===== config.mk =====
export PLATFORM = sky130hd
export DESIGN_NAME = ps2_key_matrix
export DESIGN_NICKNAME = d
export VERILOG_FILES = /design/src/rtl/ps2_key_matrix.sv
export SDC_FILE = /design/constraint.sdc
export NUM_CORES = 1
export LEC_CHECK = 0
export ABC_CLOCK_PERIOD_IN_PS = 2000
export CAP_MARGIN = 20
export CORE_MARGIN = 1.5
export CORE_UTILIZATION = 45
export DETAILED_ROUTE_END_ITERATION = 8
export GPL_ROUTABILITY_DRIVEN = 0
export GPL_TIMING_DRIVEN = 0
export PLACE_DENSITY = 0.65
export SETUP_SLACK_MARGIN = 0.02
export SLEW_MARGIN = 10
export SYNTH_ARGS = -nofsm -noshare
export SYNTH_HDL_FRONTEND = slang
export SYNTH_SLANG_ARGS = --single-unit

===== constraint.sdc =====
create_clock -name clk -period 2 [get_ports clk]
set_input_delay 0.4 -clock clk [delete_from_list [all_inputs] [get_ports clk]]
set_output_delay 0.4 -clock clk [all_outputs]
set_load 0.02 [all_outputs]

===== src/rtl/ps2_key_matrix.sv =====
// PS/2 keyboard responder: receives scancodes, keeps a 12x6 pressed-key matrix
// and answers the CPU column scan combinationally on active-low row lines.
module ps2_key_matrix #(
    parameter logic [15:0] TIMEOUT = 16'd50000,
    parameter int unsigned FILTER  = 3
) (
    input  logic        clk,
    input  logic        reset,
    input  logic        ps2_clk,
    input  logic        ps2_data,
    input  logic [11:0] col_n,
    output logic [5:0]  row_n,
    output logic        shift_n,
    output logic        key_reset,
    output logic        frame_err
);

    localparam int unsigned FW = (FILTER > 1) ? $clog2(FILTER) : 1;

    typedef enum logic [1:0] {IDLE, DATA, PARITY, STOP} rx_state_t;

    logic          clk_meta, clk_s, dat_meta, dat_s;
    logic          clk_f;
    logic [FW-1:0] fcnt;
    logic          edge_c, fall_c;
    logic [15:0]   tmo;
    rx_state_t     state;
    logic [2:0]    bitcnt;
    logic [7:0]    shreg;
    logic          par_ok;
    logic          byte_valid;
    logic          ext, brk, lshift, rshift;
    logic [5:0][11:0] key;

    // Two-flop synchronizers; lines idle high
    always_ff @(posedge clk or posedge reset) begin
        if (reset) begin
            clk_meta <= 1'b1;
            clk_s    <= 1'b1;
            dat_meta <= 1'b1;
            dat_s    <= 1'b1;
        end else begin
            clk_meta <= ps2_clk;
            clk_s    <= clk_meta;
            dat_meta <= ps2_data;
            dat_s    <= dat_meta;
        end
    end

    // Glitch filter: clk_f follows clk_s only after FILTER consecutive differing samples
    assign edge_c = (clk_s != clk_f) && (fcnt == FW'(FILTER - 1));
    assign fall_c = edge_c && !clk_s;

    always_ff @(posedge clk or posedge reset) begin
        if (reset) begin
            clk_f <= 1'b1;
            fcnt  <= '0;
        end else if (clk_s != clk_f) begin
            if (edge_c) begin
                clk_f <= clk_s;
                fcnt  <= '0;
            end else begin
                fcnt <= fcnt + FW'(1);
            end
        end else begin
            fcnt <= '0;
        end
    end

    // Inactivity counter, saturating at TIMEOUT
    always_ff @(posedge clk or posedge reset) begin
        if (reset) begin
            tmo <= '0;
        end else if (edge_c) begin
            tmo <= '0;
        end else if (tmo != TIMEOUT) begin
            tmo <= tmo + 16'd1;
        end
    end

    // Frame receiver; a falling edge takes priority over the timeout
    always_ff @(posedge clk or posedge reset) begin
        if (reset) begin
            state      <= IDLE;
            bitcnt     <= '0;
            shreg      <= '0;
            par_ok     <= 1'b0;
            byte_valid <= 1'b0;
            frame_err  <= 1'b0;
        end else begin
            byte_valid <= 1'b0;
            frame_err  <= 1'b0;
            if (fall_c) begin
                case (state)
                    IDLE: begin
                        if (!dat_s) begin
                            state  <= DATA;
                            bitcnt <= '0;
                        end else begin
                            frame_err <= 1'b1;
                        end
                    end
                    DATA: begin
                        shreg  <= {dat_s, shreg[7:1]};
                        bitcnt <= bitcnt + 3'd1;
                        if (bitcnt == 3'd7) state <= PARITY;
                    end
                    PARITY: begin
                        par_ok <= ^{shreg, dat_s};
                        state  <= STOP;
                    end
                    default: begin
                        if (dat_s && par_ok) byte_valid <= 1'b1;
                        else                 frame_err  <= 1'b1;
                        state <= IDLE;
                    end
                endcase
            end else if (state != IDLE && tmo == TIMEOUT) begin
                state <= IDLE;
            end
        end
    end

    // Keymap lookup: {hit, row[2:0], col[3:0]}
    function automatic logic [7:0] keymap(input logic e, input logic [7:0] code);
        logic [7:0] m;
        m = 8'h00;
        case ({e, code})
            9'h01C:  m = {1'b1, 3'd2, 4'd4};
            9'h05A:  m = {1'b1, 3'd0, 4'd0};
            9'h029:  m = {1'b1, 3'd0, 4'd6};
            9'h16B:  m = {1'b1, 3'd0, 4'd9};
            default: m = 8'h00;
        endcase
        return m;
    endfunction

    logic [7:0] map_c;
    assign map_c = keymap(ext, shreg);

    // Scancode decoder, acting on the byte-valid cycle
    always_ff @(posedge clk or posedge reset) begin
        if (reset) begin
            ext       <= 1'b0;
            brk       <= 1'b0;
            lshift    <= 1'b0;
            rshift    <= 1'b0;
            key_reset <= 1'b0;
            key       <= '0;
        end else begin
            key_reset <= 1'b0;
            if (byte_valid) begin
                if (shreg == 8'hE0) begin
                    ext <= 1'b1;
                end else if (shreg == 8'hF0) begin
                    brk <= 1'b1;
                end else begin
                    ext <= 1'b0;
                    brk <= 1'b0;
                    if (!ext && shreg == 8'h12)      lshift <= ~brk;
                    else if (!ext && shreg == 8'h59) rshift <= ~brk;
                    else if (!ext && shreg == 8'h07) key_reset <= ~brk;
                    else if (map_c[7])               key[map_c[6:4]][map_c[3:0]] <= ~brk;
                end
            end
        end
    end

    assign shift_n = ~(lshift | rshift);

    // Asynchronous scan answer: a row is pulled low if any selected column has a pressed key
    always_comb begin
        row_n = 6'h3F;
        for (int r = 0; r < 6; r++) begin
            row_n[r] = ~|(key[r] & ~col_n);
        end
    end

endmodule


---- Word-level counts from Yosys, hierarchy flattened ----
Cells that the tools add are included.
storage, ports and cells
  input bits .............................. 16
  bits in registers ....................... 116
  word-level logic and storage cells ...... 140
operators by class
  eq/ne operators ......................... 20
  add/subtract/negate cells ............... 3
  muxes and demuxes ....................... 33
  bitwise gates (word level) .............. 15
  reductions and logical operators ........ 41
  order comparisons ....................... 4
operators by type and width
  kind                   number
  $and 12x12->12         6
  $bwmux 72              1
  $reduce_or 12->1       6
  $demux 12 s3           1
  $mux 16                2
  $pmux 8 s4             1
  $add 16x1->16 const B  1
  $eq 16x16->1 const B   1
  $eq 8x8->1 const B     2
  $mux 1                 16
  $ne 16x16->1 const B   1
  $mux 12                1
  $mux 2                 6
  $not 12->12            1
  $reduce_and 2->1       5
  $eq 9x5->1 const B     1
  $eq 9x6->1 const B     1
  $eq 9x7->1 const B     1
  $eq 9x9->1 const B     1
  $logic_and 1x1->1      9
  $reduce_xor 9->1       1
  $eq 8x3->1 const B     1
  $eq 8x5->1 const B     1
  $eq 8x7->1 const B     1
  other kinds (28)       48

---- Depth between registers and ports, before layout ----
Gate-level depths: netlist (run 1).
  depth in word-level cells ............... 9
  depth in mapped cells ................... 6
  mapped depth without buffers ............ 6

---- Least setup slack after synthesis (run 1) ----
OpenSTA, ideal clock, no wires.
  path type ............................... reg2reg
  from .................................... register tmo[0]
  to ...................................... register tmo[15]
  library setup time ...................... 0.078 ns
  setup slack ............................. 0.178 ns
  data arrival time ....................... 1.745 ns
  cell stages (with the launch flop) ...... 6
  cell sequence ........................... dfrtp_1 -> nand4_2 -> or4_1 -> clkbuf_2 -> or4_1 -> a21oi_1
on the way
  longest elaborated chain between the ends .. 3
  elaborated cells on any way between the ends .. 5
ends and longest elaborated chain
  element                 RTL line  text
  start, declared         26        logic [15:0] tmo;
  start signal, assigned  77        tmo <= tmo + 16'd1;
  $add 16x1->16           77
  $mux 16                 76        end else if (tmo != TIMEOUT) begin
  $mux 16                 74        end else if (edge_c) begin
Several ways; a longest one is shown, not always the timed one. The select of a mux whose other input is x is not followed.
A chain may end at the register's enable or synchronous reset.

---- Worst setup path in the final report (run 1) ----
  from .................................... input port col_n[6]
  to ...................................... output port row_n[2]
on the way
  longest elaborated chain between the ends .. 4
ends and longest elaborated chain
  element           RTL line  text
  start, declared   11        input logic [11:0] col_n,
  $not 12->12       175       row_n[r] = ~|(key[r] & ~col_n);
  $and 12x12->12    175
  $reduce_or 12->1  175
  $logic_not 1->1   175
  end, declared     12        output logic [5:0] row_n,
No other way between the ends.

==> impl_metrics.json, run 1 <==
{
  "crit_path_max_incr_delay_ns": 0.49,
  "crit_required_ns": 1.60,
  "cts_buffers": 5,
  "final_cells": 361,
  "grt-ovfl-total": 0,
  "htree_num_levels": 2,
  "yosysSeqAreaShare_pct": 52.5,
  "worst_slack_ns": 0.0902,
  "yosysTopAreaCell": "dfrtp_1",
  "vias": 1843,
  "wirelength_um": 4660,
  "finalSetupTns_ns": 0,
  "yosysTopAreaCellShare_pct": 47.6,
  "top_layer_used": "met4",
  "peakVddDrop_v": 0.000444,
  "synth_ff_type": "dfrtp_1",
  "initial_core_util_pct": 47.5,
  "grt_max_degree": 30,
  "portBuffers": 14,
  "clock_latency_ns": 0.31,
  "die_w_um": 80.2,
  "finalHoldViolations": 0,
  "utilization_pct": 55.1,
  "cts-root-buf": "clkbuf_8",
  "rsz0062_at_grt": "false",
  "startpoint_type": "primary input",
  "route.met2.wl_um": 2200,
  "wl_met1_um": 2250,
  "dp.cells": 348,
  "syn-cell-area_um2": 2680,
  "min_path_type": "reg2reg",
  "relSlewSlack_pct": 58.8,
  "num_io_pins": 25,
  "wire_per_inst_um": 12.9,
  "grt_first_pass_wirelength_um": 8220,
  "synthArstFlopShare_pct": 100,
  "syn_inst": 258,
  "ant_nets": 0,
  "dr.pass1.iters": 4,
  "cap_violations": 0,
  "wl_met3_um": 145,
  "pre_cts_ws_ns": -0.199,
  "yosysUniqueCellTypes": 46,
  "layout.nets": 312,
  "slew_violations": 0,
  "crit_type": "in2out",
  "tightest_slew_ns": 0.617,
  "track_usage_pct": 16.3,
  "die_h_um": 80.2,
  "fp.coreArea_um2": 5640,
  "setup_violations": 0,
  "timing.hold.ws_ns": 0.362,
  "crit_slowest_cell": "clkdlybuf4s50_1",
  "drt_iter0_markers": 92,
  "fillers": 500,
  "holdBufCountCts": 0,
  "drc": 0,
  "ctsLongestPathBuffers": 2,
  "worst-path-buf-inv": 2,
  "status": "complete, no violations",
  "hpwl_um": 3230,
  "dieArea_um2": 6430,
  "period_share_pct": 95.5,
  "antenna_found_initial": 0,
  "num_antenna_cells": 0,
  "synth_edf_count": 0,
  "leakagePower_nw": 1.39,
  "finalClockSkew_ns": 0.00842,
  "path_delay_family": "buffers and inverters",
  "min_period_ns": 1.91,
  "worstPathArrival_ns": 1.51,
  "ys_warn_count": 0,
  "cts.clk_slew.worst_paths_ns": 0.10,
  "tritoncts": "yes",
  "clock_sinks": 56,
  "power_density_nw_per_um2": 865,
  "worst-path-max-fanout": 2,
  "synthToLayoutAreaGrowth_pct": 15.9,
  "rows": 27,
  "drive_gt1_share_pct": 14.9,
  "grt_pass1_vias": 1820,
  "synth-seq-cells": 56,
  "max_freq_mhz": 524,
  "crit_chain": "clkdlybuf4s50_1, o22ai_1, nor3_1, dlygate4sd2_1",
  "avgSynthCellArea_um2": 10.4,
  "synth_area_leaders": "dfrtp_1, dfstp_2, ha_1, xnor2_1, inv_1",
  "end_kind": "output pin",
  "viasPerCell": 5.11
}
[path summary, 6_finish.rpt]
check | start | endpoint | slack (ns) | cells after the start
max | col_n[6] | row_n[2] | 0.09 | 4
min | dat_meta | dat_s | 0.36 | 0
max reg2reg | tmo[0] | tmo[13] | 0.12 | 5
min reg2reg | dat_meta | dat_s | 0.36 | 0
max in group asynchronous | reset | clk_meta | 0.89 | 3
min in group asynchronous | reset | key[35] | 0.48 | 2
[cells in the mapped netlist (3+ instances only)]
cell type,n
nor3_1,7
o21ai_0,5
nand3_1,7
buf_4,4
dfstp_2,5
mux2i_1,7
o22ai_1,7
xor2_1,6
nor4_1,5
nor2_1,18
nand4_1,6
ha_1,8
mux2_2,7
dfrtp_1,51
clkbuf_1,13
a21oi_1,10
or4_1,3
inv_1,23
xnor2_1,11
nor4b_1,4
nand2_1,15
nor3b_1,4
[timing repair]
action,CTS,global route
pin swaps,0,1
endpoints found under the setup margin,19,10
resized for setup,4,10
buffers inserted,4,1
[through the flow]
stage,cell area (µm²),power [mW]
after global placement,2920,1.95
after detailed placement,2940,1.98
after CTS,3070,2.69
final,3110,2.69
after floorplan,2690,1.83
after global routing,3110,2.86
[cells in the final DEF (no fill, tap or decap), types with 7 or more instances in the layout]
cell type | synthesis | layout
nor3_1 | 7 | 7
nand3_1 | 7 | 7
inv_1 | 23 | 22
clkdlybuf4s50_1 | 0 | 12
ha_1 | 8 | 8
nor2_1 | 18 | 18
mux2i_1 | 7 | 7
xnor2_1 | 11 | 11
nand2_1 | 15 | 14
mux2_2 | 7 | 7
a21oi_1 | 10 | 9
clkbuf_1 | 13 | 12
dfrtp_1 | 51 | 51
o22ai_1 | 7 | 7
buf_4 | 4 | 10
[layout make-up]
class	instances	area (µm²)	area share, %
flip-flops and latches	56	1410	45.3
clock inverters	3	21.3	0.684
multi-input cells	161	1140	36.6
inverters	24	90.1	2.90
plain buffers	20	98.8	3.18
repair buffers	20	195	6.28
well taps	72	90.1	2.90
clock buffers	5	68.8	2.21
[cells by family (layout without fill, tap and decap cells)]
logic type,count (synthesis),count (layout),synth area share [%]
multiplexers,14,14,5.55
flip-flops,56,56,52.5
AND/OR/NAND/NOR,88,88,18.4
XOR/XNOR,18,18,6.39
buffers and inverters,44,72,6.81
adder cells (fa/ha/maj),8,8,3.73
other,1,4,0.140
AO/OA/AOI/OAI,29,29,6.53
[sequential cells by signal (all words and copies together), names as in the netlist, 2 cells and up]
register  flops
bitcnt        3
fcnt          2
key          12
shreg         8
state         2
tmo          16
[layer usage]
metal | up-vias | global-route usage (%)
met5 | - | 0
met3 | 7 | 3.30
met2 | 29 | 26.7
li1 | 930 | -
met4 | 0 | 5.17
met1 | 877 | 21.6
[power breakdown]
part | internal (mW) | switching (mW) | total, mW
logic | 0.329 | 0.324 | 0.653
registers | 1.27 | 0.139 | 1.41
clock network | 0.250 | 0.380 | 0.630
total | 1.85 | 0.843 | 2.69
Note: power is estimated with default switching activity, not from simulation.
==> run 2: changes to the inputs <==
--- a/config.mk
+++ b/config.mk
@@ -6,13 +6,11 @@
 export NUM_CORES = 1
 export LEC_CHECK = 0
 export ABC_CLOCK_PERIOD_IN_PS = 2000
-export CAP_MARGIN = 20
-export CORE_MARGIN = 1.5
-export CORE_UTILIZATION = 45
+export CORE_UTILIZATION = 57
 export DETAILED_ROUTE_END_ITERATION = 8
 export GPL_ROUTABILITY_DRIVEN = 0
 export GPL_TIMING_DRIVEN = 0
-export PLACE_DENSITY = 0.65
+export PLACE_DENSITY = 0.79
 export SETUP_SLACK_MARGIN = 0.02
 export SLEW_MARGIN = 10
 export SYNTH_ARGS = -nofsm -noshare
==> impl_metrics.json, run 2 (synthesis results as in run 1) <==
{
  "status": "complete, no violations",
  "layout.nets": 311,
  "finalHoldViolations": 0,
  "largest_reg_flops": 16,
  "cap_violations": 0,
  "drt_iter0_markers": 114,
  "power_density_nw_per_um2": 864,
  "period_share_pct": 97.0,
  "ctsLongestPathBuffers": 2,
  "holdBufCountCts": 0,
  "die_w_um": 70.6,
  "startpoint_type": "register",
  "fillers": 343,
  "power_mw": 2.66,
  "tritoncts": "yes",
  "mostFrequentLayoutCells": "dfrtp_1, inv_1, nor2_1",
  "hold_path_depth": 0,
  "r2r_cells": 5,
  "grt_first_pass_wirelength_um": 8360,
  "synthToLayoutAreaGrowth_pct": 14.7,
  "cts.clk_slew.worst_paths_ns": 0.10,
  "worstPathArrival_ns": 2.17,
  "grt_pass1_vias": 1856,
  "grt_max_degree": 30,
  "grt-ovfl-total": 0,
  "portBuffers": 14,
  "top_register": "tmo",
  "fp.coreArea_um2": 4440,
  "antenna_found_initial": 0,
  "dp.cells": 328,
  "clock_latency_ns": 0.31,
  "cts-root-buf": "clkbuf_8",
  "finalClockSkew_ns": 0.0151,
  "ant_nets": 0,
  "r2r_start": "tmo[3]",
  "dieArea_um2": 4980,
  "crit_required_ns": 2.23,
  "tightest_slew_ns": 0.607,
  "end_kind": "register",
  "viasPerCell": 5.52,
  "p_comb_share_pct": 24.6,
  "drc": 0,
  "vias": 1877,
  "dr.pass1.iters": 4,
  "power.switching_mw": 0.816,
  "max_freq_mhz": 515,
  "htree_num_levels": 2,
  "setup_violations": 0,
  "pwr-share-clk_pct": 21.9,
  "switching_share_pct": 30.7,
  "die_h_um": 70.6,
  "rsz0062_at_grt": "false",
  "hpwl_um": 3280,
  "p_seq_share_pct": 53.5,
  "cts_buffers": 5,
  "drive_gt1_share_pct": 14.6,
  "wire_per_inst_um": 13.7,
  "multi_input_area_um2": 1140,
  "relSlewSlack_pct": 59.5,
  "crit_start": "tmo[3]",
  "track_usage_pct": 21.4,
  "rr_endpoint": "tmo[13]",
  "seq_area_um2": 1410,
  "final_cells": 340,
  "min_period_ns": 1.94,
  "utilization_pct": 69.3,
  "timing.hold.ws_ns": 0.359,
  "ff2ff_setup_slack_ns": 0.06,
  "worst-path-max-fanout": 5,
  "num_antenna_cells": 0,
  "reg_top3": "tmo x16, key x12, shreg x8",
  "min_delay_worst_endpoint": "clk_s",
  "leakagePower_nw": 1.38,
  "min_path_type": "reg2reg",
  "clock_sinks": 56,
  "wirelength_um": 4640,
  "num_io_pins": 25,
  "mostFrequentLayoutCell": "dfrtp_1",
  "finalSetupTns_ns": 0,
  "slew_violations": 0,
  "initial_core_util_pct": 60.4,
  "peakVddDrop_v": 0.000616,
  "crit_type": "reg2reg",
  "worstHoldStart": "clk_meta",
  "p_int_mw": 1.84,
  "rows": 24
}
## run 2: cell count changes in the layout (fill, tap and decap cells not counted), sizes merged
cell and delta:
buf -1, clkbuf +2, clkinvlp -1, inv -1
## run 2: per-stage QoR
stage	setup slack [ns]	area, µm²
6_report	0.0597	3080
2_1_floorplan	0.178	2690
3_5_place_dp	-0.201	2920
3_3_place_gp	-0.747	2900
5_1_grt	0.00164	3080
4_1_cts	0.0249	3030
## run 2: power by group through the flow
stage | Clock, mW | Sequential, mW | Combinational (mW)
2_1_floorplan | 0 | 1.40 | 0.430
3_3_place_gp | 0 | 1.43 | 0.506
3_5_place_dp | 0 | 1.44 | 0.542
4_1_cts | 0.610 | 1.40 | 0.618
5_1_grt | 0.654 | 1.44 | 0.747
6_report | 0.583 | 1.42 | 0.653
## run 2: what timing repair did
item,in CTS,in global routing
endpoints found under the setup margin,16,9
pin swaps,0,2
resized for setup,6,11
setup buffers,3,1
## run 2: per-layer routing
layer | track usage [%] | share of wire [%] | up-vias
li1 | - | - | 931
met5 | 0 | 0 | -
met1 | 29.2 | 46 | 905
met3 | 4.27 | 2.9 | 8
met4 | 8.00 | 1.4 | 0
met2 | 34.4 | 50 | 33
## run 2: worst max-delay path, stage by stage, from the launching register on
cell     delay [ns]
dfrtp_1        0.42
nand4_4        0.13
or4_4          0.53
buf_4          0.17
or4_1          0.48
a21oi_2        0.14
## run 2: area by class of cell
class	instances	area share, %
flip-flops and latches	56	45.8
multi-input cells	161	37.2
repair buffers	19	6.10
plain buffers	20	3.21
inverters	24	2.93
clock buffers	7	2.48
well taps	52	2.11
clock inverters	1	0.163
## run 2: how the worst max path moves through the flow
stage                endpoint  slack, ns  cells after the start
floorplan             tmo[15]       0.18                      5
global placement    bitcnt[2]      -0.75                      2
detailed placement   row_n[0]      -0.20                      4
CTS                   tmo[13]       0.02                      5
global route         shreg[5]      0.002                      5
finish                tmo[13]       0.06                      5
